<file path="config.mk">
export PLATFORM = sky130hd
export DESIGN_NAME = fifo_wr_arbiter
export DESIGN_NICKNAME = d
export VERILOG_FILES = /design/src/rtl/fifo_arb_pkg.sv /design/src/rtl/fifo_wr_arbiter_rr_pick.sv /design/src/rtl/fifo_wr_arbiter.sv
export SDC_FILE = /design/constraint.sdc
export NUM_CORES = 1
export LEC_CHECK = 0
export BUFFER_PORTS_ARGS = -buffer_cell sky130_fd_sc_hd__buf_2
export CORE_AREA = 2 2 56 58
export DETAILED_ROUTE_END_ITERATION = 10
export DIE_AREA = 0 0 58 60
export PLACE_DENSITY = 0.94
export SLEW_MARGIN = 20
export SYNTH_ARGS = -nofsm -noshare
export SYNTH_HDL_FRONTEND = slang
export SYNTH_SLANG_ARGS = --single-unit
</file>
<file path="constraint.sdc">
create_clock -name clk -period 6.4 [get_ports clk]
set_input_delay 1.92 -clock clk [delete_from_list [all_inputs] [get_ports clk]]
set_output_delay 1.92 -clock clk [all_outputs]
set_load 0.01 [all_outputs]
</file>
<file path="src/rtl/fifo_arb_pkg.sv">
// Shared types and constants for the FIFO write arbiter.
package fifo_arb_pkg;

  localparam int FIFO_DEPTH = 8;
  localparam int DATA_W     = 8;
  localparam int CNT_W      = 4;

  typedef enum logic {
    IDLE  = 1'b0,
    GRANT = 1'b1
  } arb_state_e;

endpackage

</file>
<file path="src/rtl/fifo_wr_arbiter_rr_pick.sv">
// Combinational round-robin picker: searches upward from last_idx+1, wrapping.
module rr_pick
  import fifo_arb_pkg::*;
#(
  parameter int NUM_REQ = 4,
  parameter int IDX_W   = 2
) (
  input  logic [NUM_REQ-1:0] req,
  input  logic [IDX_W-1:0]   last_idx,
  output logic [NUM_REQ-1:0] winner_oh,
  output logic [IDX_W-1:0]   winner_idx,
  output logic               valid
);

  logic [IDX_W-1:0] k;

  // First set request after the previous winner takes the grant.
  always_comb begin
    winner_oh  = '0;
    winner_idx = '0;
    valid      = 1'b0;
    k          = '0;
    for (int i = 1; i <= NUM_REQ; i++) begin
      k = IDX_W'((int'(last_idx) + i) % NUM_REQ);
      if (!valid && req[k]) begin
        valid         = 1'b1;
        winner_oh[k]  = 1'b1;
        winner_idx    = k;
      end
    end
  end

endmodule

</file>
<file path="src/rtl/fifo_wr_arbiter.sv">
// Round-robin, packet-granular arbiter in front of the 8-entry FIFO write port.
//
// state | meaning
// IDLE  | no grant; waiting for a request with enough FIFO space
// GRANT | one producer owns the write port until last, burst cap or abandon
module fifo_wr_arbiter
  import fifo_arb_pkg::*;
#(
  parameter int NUM_REQ   = 4,
  parameter int MAX_BURST = 4,
  parameter int MIN_SPACE = 2
) (
  input  logic                      clk,
  input  logic                      rst,
  input  logic [NUM_REQ-1:0]        req,
  input  logic [NUM_REQ-1:0]        last,
  input  logic [DATA_W*NUM_REQ-1:0] data,
  output logic [NUM_REQ-1:0]        gnt,
  output logic [NUM_REQ-1:0]        ack,
  output logic                      busy,
  output logic                      fifo_wr_en,
  output logic [DATA_W-1:0]         fifo_data,
  input  logic                      fifo_full,
  input  logic [CNT_W-1:0]          fifo_words
);

  localparam int IDX_W = $clog2(NUM_REQ);
  // Highest occupancy that still leaves MIN_SPACE free entries.
  localparam logic [CNT_W:0]   WORDS_LIMIT = (CNT_W+1)'(FIFO_DEPTH - MIN_SPACE);
  localparam logic [CNT_W-1:0] BURST_LAST  = CNT_W'(MAX_BURST - 1);

  arb_state_e         state_q, state_d;
  logic [NUM_REQ-1:0] gnt_q, gnt_d;
  logic               busy_q, busy_d;
  logic [IDX_W-1:0]   ptr_q, ptr_d;
  logic [CNT_W-1:0]   burst_q, burst_d;

  logic [NUM_REQ-1:0] pick_oh;
  logic [IDX_W-1:0]   pick_idx;
  logic               pick_valid;
  logic               space_ok;
  logic               req_g;
  logic               last_g;

  rr_pick #(
    .NUM_REQ (NUM_REQ),
    .IDX_W   (IDX_W)
  ) u_rr_pick (
    .req        (req),
    .last_idx   (ptr_q),
    .winner_oh  (pick_oh),
    .winner_idx (pick_idx),
    .valid      (pick_valid)
  );

  assign space_ok = ({1'b0, fifo_words} <= WORDS_LIMIT);
  // gnt_q is one-hot, so masking and OR-reducing selects the granted lane.
  assign req_g    = |(req & gnt_q);
  assign last_g   = |(last & gnt_q);

  // Acknowledge the granted lane whenever the FIFO can take a word.
  always_comb begin
    ack = '0;
    if (state_q == GRANT) begin
      ack = gnt_q & req & {NUM_REQ{~fifo_full}};
    end
  end

  assign fifo_wr_en = |ack;

  // Steer the granted lane to the FIFO; zero when nobody holds the grant.
  always_comb begin
    fifo_data = '0;
    for (int i = 0; i < NUM_REQ; i++) begin
      if (gnt_q[i]) begin
        fifo_data = data[DATA_W*i +: DATA_W];
      end
    end
  end

  // FSM next-state: issue grants in IDLE, release on last, burst cap or abandon.
  always_comb begin
    state_d = state_q;
    gnt_d   = gnt_q;
    busy_d  = busy_q;
    ptr_d   = ptr_q;
    burst_d = burst_q;
    case (state_q)
      IDLE: begin
        if (pick_valid && !fifo_full && space_ok) begin
          state_d = GRANT;
          gnt_d   = pick_oh;
          busy_d  = 1'b1;
          ptr_d   = pick_idx;
          burst_d = '0;
        end
      end
      GRANT: begin
        if (!req_g) begin
          state_d = IDLE;
          gnt_d   = '0;
          busy_d  = 1'b0;
        end else if (fifo_wr_en) begin
          burst_d = burst_q + 1'b1;
          if (last_g || (burst_q == BURST_LAST)) begin
            state_d = IDLE;
            gnt_d   = '0;
            busy_d  = 1'b0;
          end
        end
      end
      default: begin
        state_d = IDLE;
        gnt_d   = '0;
        busy_d  = 1'b0;
      end
    endcase
  end

  // State registers; pointer resets to the top index so lane 0 wins first.
  always_ff @(posedge clk or posedge rst) begin
    if (rst) begin
      state_q <= IDLE;
      gnt_q   <= '0;
      busy_q  <= 1'b0;
      ptr_q   <= IDX_W'(NUM_REQ - 1);
      burst_q <= '0;
    end else begin
      state_q <= state_d;
      gnt_q   <= gnt_d;
      busy_q  <= busy_d;
      ptr_q   <= ptr_d;
      burst_q <= burst_d;
    end
  end

  assign gnt  = gnt_q;
  assign busy = busy_q;

endmodule
</file>
==> run_results.csv, run 1 <==
group,metric,value,unit
run_status,status,"finished, final reports clean",
sta,worst_pin_slew,0.6357,ns
die,rows,20,
power,p_leak,0.7564,nW
synthesis,syn-cell-area,1376,sq um
synthesis,ys_ff_latch,12,
synthesis,synth_top_family_by_area,"compound AO/OA/AOI/OAI gates",
synthesis,synth_cell_type_count,43,
synthesis,synthCells,165,
place,post-place-ws,1.671,ns
die,pin_count,65,
clock_network,post-cts-setup-buffer-count,0,
die,die_area,3480,sq um
clock_network,numCtsBuffers,3,
global_routing,grtUsageTotal,21.31,%
synthesis,yosys.area_share.simple,22.36,%
route,drc_errors,0,
setup_path,r2r_cells,6,
synthesis,muxShareOfSynthArea,5.636,%
die,core_area,2903,sq um
clock_network,cts-resized-gates,0,
clock_network,cts_tree,"yes",
setup_path,cp-endpoint,"fifo_wr_en",
sta,fmax,0.2114,GHz
route,dr.first_iter.drc_count,120,
global_routing,overflow,0,
clock_network,clock-sinks,12,
cells_and_area,fillers,266,
power,max-vdd-ir-drop,0.0002589,V
clock_network,htreeDepth,1,
sta,rsz0062_at_grt,"false",
place,hpwlAfterDp,2770,um
setup_path,cp_max_fo,13,
sta,relSlewSlack,57.62,%
hold_path,hold_path.class,"reg -> reg",
clock_network,clock_path_buffers,2,
synthesis,synth_compound_area_share,31.55,%
clock_network,clock_latency,0.28,ns
setup_path,cp.arrival,2.81,ns
die,die_w,58,um
global_routing,antenna_found_initial,0,
power,power_density,351.4,nW/um^2
clock_network,ctsHoldBuffers,0,
synthesis,synth_fa_ha_area_share,8.182,%
clock_network,path_clk_slew,0.08,ns
sta,skew,0.009297,ns
setup_path,worstPathRequired,4.48,ns
die,start_util,47.41,%
global_routing,grt_pass1_vias,1270,
setup_path,worstReg2RegEnd,"gnt[0]",
synthesis,syn_nets,221,
route,drtAntennaViolNets,0,
place,gp_congestion,0.8135,
sta,min_period_over_period,73.92,%
setup_path,worstSetupStartpointType,"input port",
sta,hold_viol_final,0,
synthesis,synth_async_sr_flop_share,100.0,%
clock_network,clock-root-buffer,"clkbuf_4",
setup_path,worst_setup_path_end_kind,"output pin",
cells_and_area,diodes,0,
run,cap_violations,0,
synthesis,synthXorXnorAreaFrac,1.909,%
route,first_pass_iters,4,
sta,setup_viol,0,
route,drt_wl_total,3678,um
synthesis,synth_edf_count,0,
synthesis,syn_avg_cell_area,8.341,sq um
cells_and_area,area_growth,23.27,%
cells_and_area,fin_nets,275,
setup_path,rr_startpoint,"ptr_q[0]",
die,die_h,60,um
route,via_per_inst,6.231,
setup_path,setup.worst_path.start,"req[2]",
sta,timing.final.ws_setup,1.669,ns
route,via_count,1564,
synthesis,ys_warn_count,0,
sta,hold_ws,0.5034,ns
setup_path,crit_type,"in -> out",
global_routing,grt_max_degree,22,
setup_path,regToRegSetupSlack,3.83,ns
cells_and_area,drive_above_1_share,35.78,%
sta,min_period,4.731,ns
place,portBuffers,64,
synthesis,yosysSeqAreaShare,22.00,%
synthesis,synth_top_flop_cell,"dfrtp_1",
sta,setup-tns-final,0,ns
route,routedWlPerCell,14.65,um
global_routing,grt_pass1_wl,5775,um
sta,slew_viol_final,0,
## placed cells by master, fill, tap and decap left out, drive strengths merged, types with 2 or more instances in the layout
cell type,instances
a21oi,7
nor2b,11
nor3,3
o31ai,10
dfrtp,10
nor2,8
clkbuf,4
nand3b,5
a211oi,2
o221ai,2
dfstp,2
and2,2
inv,10
a221o,4
buf,64
a41oi,2
xnor2,3
ha,9
nand3,3
nand4,2
a22oi,3
o21ai,5
mux4,3
nand2,18
a221oi,13
## metrics by stage
stage               std cells  util [%]  power, mW  area, sq um
floorplan                 165         -     0.4409         1376
global placement          247     57.20     0.5214         1660
detailed placement        247     57.20     0.5338         1660
CTS                       251     58.45     0.5951         1697
global route              251     58.45     0.6477         1697
finish                    251     58.45     0.5962         1697
## cells in the mapped netlist (2+ instances only)
cell	number	area (sq um)
o221ai_1	2	17.52
nand3b_1	5	37.54
inv_1	10	37.54
nor2b_1	11	68.82
dfstp_2	2	52.55
nand3_1	2	10.01
dfrtp_1	10	250.2
nand4_1	2	12.51
xnor2_1	3	26.28
nand2_1	18	67.56
nor3_1	3	15.01
o31ai_1	10	75.07
a21oi_1	7	35.03
a22oi_1	3	22.52
buf_2	4	20.02
ha_1	9	112.6
a41oi_1	2	17.52
o21ai_0	4	20.02
a221o_1	4	40.04
mux4_2	3	67.56
and2_1	2	12.51
a211oi_1	2	15.01
nor2_1	8	30.03
a221oi_1	11	96.34
a221oi_2	2	30.03
clkbuf_1	9	33.78
## logic make-up (layout without fill, tap and decap cells)
kind of cell | count (synthesis) | after routing
compound gates | 55 | 55
xor+xnor | 3 | 3
fa+ha+maj | 9 | 9
buf+inv | 25 | 78
flops | 12 | 12
mux | 4 | 4
simple gates | 57 | 57
## where the power goes
group          internal [mW]  switching [mW]
registers              0.104          0.0726
clock network         0.0347          0.0274
logic                  0.173           0.185
## routing by layer
metal  vias up  GRT usage (%)  part of all wire (%)
met4         0          3.654                  0.73
li1        734              -                     -
met1       735          27.52                    41
met5         -              0                     0
met3         6          5.411                    12
met2        89          36.53                    46
## worst min-delay path by stage
stage,startpoint,to,slack (ns),cells past startpoint
5_1_grt,busy,busy,0.52,1
4_1_cts,busy,busy,0.50,1
3_3_place_gp,busy,busy,0.49,1
6_report,busy,busy,0.50,1
2_1_floorplan,burst_q[0],burst_q[0],0.48,1
3_5_place_dp,busy,busy,0.48,1
## registers in the layout, indices dropped and copies added (netlist names)
name     cells
gnt          4
ptr_q        2
busy         1
burst_q      4
state_q      1
## area by class of cell
type	instances	area [sq um]	area share (%)
inverters	10	37.54	2.212
clock buffers	4	36.28	2.139
multi-input cells	128	958.4	56.49
flip-flops and latches	12	302.8	17.85
well taps	33	41.29	2.434
repair buffers	64	320.3	18.88
## worst max-delay path: stages
cell	delay, ns
buf_2	0.21
a22oi_1	0.16
a21oi_1	0.33
buf_2	0.19
(Power assumes the default switching activity.)
==> run 2, diff against run 1 <==
Settings changed: ABC_AREA set to 1, CORE_AREA 2 2 56 58 to 2 2 61 63, DIE_AREA 0 0 58 60 to 0 0 63 65, PLACE_DENSITY 0.94 to 0.87.
Clock period 6.4 ns to 4 ns, I/O delays scaled along.
==> run_results.csv, run 2 <==
group,metric,value,unit
synthesis,ys_ff_latch,12,
clock_network,htreeDepth,1,
synthesis,synth_edf_count,0,
sta,fmax,0.3080,GHz
cells_and_area,diodes,0,
clock_network,cts-resized-gates,0,
sta,skew,0.003092,ns
die,die_h,65,um
die,start_util,40.59,%
route,drt_wl_total,3756,um
global_routing,grt.met3_usage,5.208,%
power,power_density,745.6,nW/um^2
global_routing,overflow,0,
die,die_w,63,um
synthesis,synthCells,220,
synthesis,synth_cell_type_count,29,
route,via_count,1621,
clock_network,cts_tree,"yes",
synthesis,synth_commonest_cells,"nand2_1, nor2_1, nand3_1",
sta,slew_viol_final,0,
synthesis,synth_async_sr_flop_share,100.0,%
clock_network,ctsHoldBuffers,0,
setup_path,regToRegSetupSlack,1.77,ns
setup_path,critPathSlowestCell,"nor2_2",
setup_path,r2r_cells,10,
setup_path,critPathBufInv,3,
synthesis,syn_nets,276,
sta,min_period_over_period,81.16,%
synthesis,syn-cell-area,1419,sq um
die,rows,22,
sta,setup-tns-final,0,ns
setup_path,worstPathRequired,2.80,ns
synthesis,synthTopCellsByArea,"nand2_1, dfrtp_1, ha_1, nand3_1, a21oi_1",
setup_path,crit_family,"simple AND/OR/NAND/NOR gates",
clock_network,clock_latency,0.27,ns
sta,relSlewSlack,66.38,%
clock_network,clock_path_buffers,2,
route,dr.first_iter.drc_count,112,
route,drtAntennaViolNets,0,
cells_and_area,final_util,51.86,%
power,fin_total_pwr,1.352,mW
cells_and_area,fin_nets,342,
die,die_area,4095,sq um
run_status,status,"finished, final reports clean",
global_routing,busiest_layer,"met2",
synthesis,yosysSeqAreaShare,21.34,%
sta,rsz0062_at_grt,"false",
clock_network,post-cts-setup-buffer-count,0,
cells_and_area,area_growth,27.78,%
global_routing,grtUsageTotal,18.06,%
global_routing,met1_usage,21.80,%
place,placed_cell_area,1777,sq um
die,pin_count,65,
synthesis,synth_top_flop_cell,"dfrtp_1",
sta,setup_viol,0,
clock_network,clock-sinks,12,
cells_and_area,mostFrequentLayoutCells,"nand2_1, buf_2, nor2_1, nand3_1, inv_1",
setup_path,worst_setup_path_end_kind,"output pin",
setup_path,slowest_delay,0.26,ns
cells_and_area,final_common_cell,"nand2_1",
setup_path,crit_type,"in -> out",
setup_path,cp_cell_sequence,"buf_2 -> nor2_1 -> inv_1 -> nor2_2 -> buf_2",
synthesis,synth_top_area_share,21.43,%
global_routing,grt_max_degree,15,
hold_path,hold_path.class,"reg -> reg",
clock_network,numCtsBuffers,3,
sta,worst_pin_slew,0.5024,ns
run,cap_violations,0,
hold_path,min_to,"busy",
sta,hold_ws,0.4793,ns
place,gp_congestion,0.8828,
hold_path,worstHoldPathCells,2,
place,hpwlAfterDp,2983,um
power,max-vdd-ir-drop,0.0002447,V
route,drc_errors,0,
cells_and_area,final_area,1813,sq um
setup_path,cpMostUsedCell,"buf_2",
sta,min_period,3.246,ns
global_routing,grt_pass1_wl,5968,um
route,first_pass_iters,4,
clock_network,clock-root-buffer,"clkbuf_4",
setup_path,worstSetupStartpointType,"input port",
power,p_leak,1.045,nW
global_routing,grt_pass1_vias,1407,
setup_path,worstReg2RegEnd,"gnt[2]",
clock_network,path_clk_slew,0.07,ns
global_routing,antenna_found_initial,0,
setup_path,rr_startpoint,"ptr_q[0]",
global_routing,grtUsageMet2,31.52,%
die,core_area,3496,sq um
synthesis,synth_top_cell_by_area,"nand2_1",
place,portBuffers,64,
synthesis,yosysMostFrequentCell,"nand2_1",
synthesis,syn_avg_cell_area,6.449,sq um
hold_path,worstHoldStart,"busy",
setup_path,cp_max_fo,6,
synthesis,ys_warn_count,0,
sta,hold_viol_final,0,
route,routedWlPerCell,11.28,um
setup_path,cp.arrival,2.05,ns
route,via_per_inst,4.868,
cells_and_area,drive_above_1_share,33.68,%
## run 2: cell count changes after synthesis, moves of 9 or more
| cell | previous run | this run |
|---|---|---|
| clkbuf_1 | 9 | 0 |
| nand3_1 | 2 | 18 |
| nand2_1 | 18 | 81 |
| nor2_1 | 8 | 20 |
| nor2b_1 | 11 | 0 |
| a221oi_1 | 11 | 1 |
## run 2: per-stage QoR
step / worst slack [ns] / instances
2_1_floorplan: 1.155 / 220
3_3_place_gp: 0.8448 / 329
3_5_place_dp: 0.7906 / 329
4_1_cts: 0.7516 / 333
5_1_grt: 0.6746 / 333
6_report: 0.7537 / 333
## run 2: worst reg2reg max path: stages, from the launching register on
cell and delay [ns]:
dfstp_2 0.66, inv_2 0.16, ha_1 0.43, inv_1 0.12
nand2_4 0.11, nand2_8 0.08, nor2_2 0.21, a21boi_0 0.15
nand3_1 0.14, nand2_1 0.06, nand2_1 0.06
## run 2: logic make-up after synthesis
logic type,share of synthesized area [%]
buf+inv,7.848
simple gates,51.06
compound gates,11.20
fa+ha+maj,7.937
flops,21.34
xor+xnor,0.6174
## run 2: layout make-up
class                   instances  area, sq um
repair buffers                 64        320.3
multi-input cells             182         1005
inverters                      23        88.84
well taps                      48        60.06
fillers                       349         1683
clock buffers                   4        36.28
flip-flops and latches         12        302.8
## run 2: where the power goes
| group | internal [mW] | leakage, nW | switching [mW] |
|---|---|---|---|
| combinational | 0.361 | 0.867 | 0.630 |
| clock | 0.0554 | 0.0210 | 0.0408 |
| sequential | 0.169 | 0.156 | 0.0947 |
## run 2: per-layer routing
metal / vias to the layer above / part of all wire (%)
met5: - / 0
met4: 0 / 0.93
met3: 4 / 8.9
met2: 68 / 47
met1: 706 / 43
li1: 843 / -
## run 2: worst max path at each step
stage,cells after the start,endpoint,from,slack (ns)
finish,5,fifo_wr_en,fifo_full,0.75
global route,5,fifo_wr_en,fifo_full,0.67
CTS,5,fifo_wr_en,fifo_full,0.75
detailed placement,5,fifo_wr_en,fifo_full,0.79
global placement,5,fifo_wr_en,fifo_full,0.84
floorplan,3,fifo_wr_en,fifo_full,1.15
==> run 3, diff against run 2 <==
Settings changed: ABC_AREA 1 to 0, CORE_AREA 2 2 61 63 to 2 2 58 60, DIE_AREA 0 0 63 65 to 0 0 60 62, PLACE_DENSITY 0.87 to 0.89.
Clock period 4 ns to 3.1 ns, I/O delays scaled along.
==> run_results.csv, run 3 (synthesized netlist as in run 1, its figures left out) <==
group,metric,value,unit
clock_network,clock-root-buffer,"clkbuf_4",
die,pin_count,65,
place,portBuffers,64,
setup_path,worstSetupStartpointType,"input port",
route,first_pass_iters,4,
sta,fmax,0.3623,GHz
cells_and_area,mostFrequentLayoutCells,"buf_2, nand2_1, a221oi_1, nor2b_1",
cells_and_area,fillers,308,
global_routing,overflow,0,
power,power_density,722.7,nW/um^2
run,cap_violations,0,
setup_path,worst_setup_path_end_kind,"output pin",
sta,setup-tns-final,0,ns
clock_network,numCtsBuffers,3,
cells_and_area,regArea,302.8,sq um
sta,rsz0062_at_grt,"false",
clock_network,clock_path_buffers,2,
cells_and_area,final_util,54.35,%
setup_path,worstPathRequired,2.17,ns
setup_path,cp_max_fo,13,
clock_network,path_clk_slew,0.09,ns
route,via_count,1511,
hold_path,hold_path.class,"reg -> reg",
sta,hold_ws,0.5085,ns
sta,relSlewSlack,63.05,%
clock_network,clock_latency,0.28,ns
sta,timing.final.ws_setup,0.3400,ns
sta,worst_pin_slew,0.5542,ns
die,die_area,3720,sq um
sta,hold_viol_final,0,
cells_and_area,diodes,0,
setup_path,crit_type,"in -> out",
global_routing,grt_max_degree,22,
route,routedWlPerCell,13.61,um
route,dr.first_iter.drc_count,68,
die,die_h,62,um
power,max-vdd-ir-drop,0.0003648,V
setup_path,cp.arrival,1.83,ns
die,die_w,60,um
clock_network,clock-sinks,12,
cells_and_area,multi_input_area,958.4,sq um
route,drt_wl_total,3620,um
run_status,status,"finished, final reports clean",
cells_and_area,final_common_cell,"buf_2",
die,start_util,43.29,%
die,rows,21,
sta,skew,0.01652,ns
global_routing,antenna_found_initial,0,
cells_and_area,drive_above_1_share,36.36,%
clock_network,ctsHoldBuffers,0,
place,post-place-ws,0.3667,ns
global_routing,grt_pass1_wl,5112,um
place,hpwlAfterDp,2813,um
sta,min_period,2.760,ns
sta,setup_viol,0,
sta,slew_viol_final,0,
global_routing,grtUsageTotal,18.07,%
clock_network,cts-resized-gates,0,
route,drtAntennaViolNets,0,
clock_network,post-cts-setup-buffer-count,0,
cells_and_area,fin_nets,277,
sta,min_period_over_period,89.03,%
clock_network,htreeDepth,1,
route,drc_errors,0,
place,gp_congestion,0.8265,
clock_network,cts_tree,"yes",
power,p_leak,0.7668,nW
global_routing,grt_pass1_vias,1173,
route,via_per_inst,5.680,
cells_and_area,area_growth,25.55,%
die,core_area,3179,sq um
run 3: cell types whose count changed in the layout (fill, tap and decap cells not counted), sizes merged, moves of 11 or more:
| cell | change |
|---|---|
| nand3 | -19 |
| a221oi | +12 |
| nor2b | +11 |
| nor2 | -15 |
| nand2 | -76 |
| inv | -12 |
run 3: per-stage QoR:
| stage | std cells | cell area, sq um | power (mW) |
|---|---|---|---|
| detailed placement | 262 | 1692 | 1.123 |
| CTS | 266 | 1728 | 1.245 |
| global placement | 262 | 1692 | 1.095 |
| finish | 266 | 1728 | 1.249 |
| global route | 266 | 1728 | 1.357 |
| floorplan | 165 | 1376 | 0.9103 |
run 3: per-layer routing:
metal  vias up  GRT usage [%]  wire [um]
met5         -              0          0
met4         0          3.810         37
met3         6          5.176        394
met2        88          31.52       1659
met1       681          22.32       1528
li1        736              -          -
run 3: final timing paths:
check                      startpoint    endpoint  slack [ns]  cells after the start
setup / recovery               req[2]  fifo_wr_en        0.34                      4
hold / removal                   busy        busy        0.51                      1
setup reg to reg             ptr_q[0]      gnt[3]        0.52                      6
hold reg to reg                  busy        busy        0.51                      1
max in group asynchronous         rst    ptr_q[0]        2.13                      2
min in group asynchronous         rst  burst_q[1]        0.62                      2
run 3: where the power goes:
| group | leakage, nW | internal [mW] | switching (mW) |
|---|---|---|---|
| Combinational | 0.592 | 0.367 | 0.427 |
| Clock | 0.0210 | 0.0715 | 0.0550 |
| Sequential | 0.154 | 0.216 | 0.113 |
| Total | 0.767 | 0.654 | 0.595 |
run 3: area by class of cell:
class / count / share of cell area (%)
clock buffers: 4 / 2.100
inverters: 10 / 2.172
multi-input cells: 128 / 55.47
flip-flops and latches: 12 / 17.52
well taps: 46 / 3.331
repair buffers: 66 / 19.41
run 3: worst max-delay path, stage by stage:
cell	delay [ns]
buf_2	0.21
a22oi_1	0.17
a21oi_1	0.33
buf_2	0.19
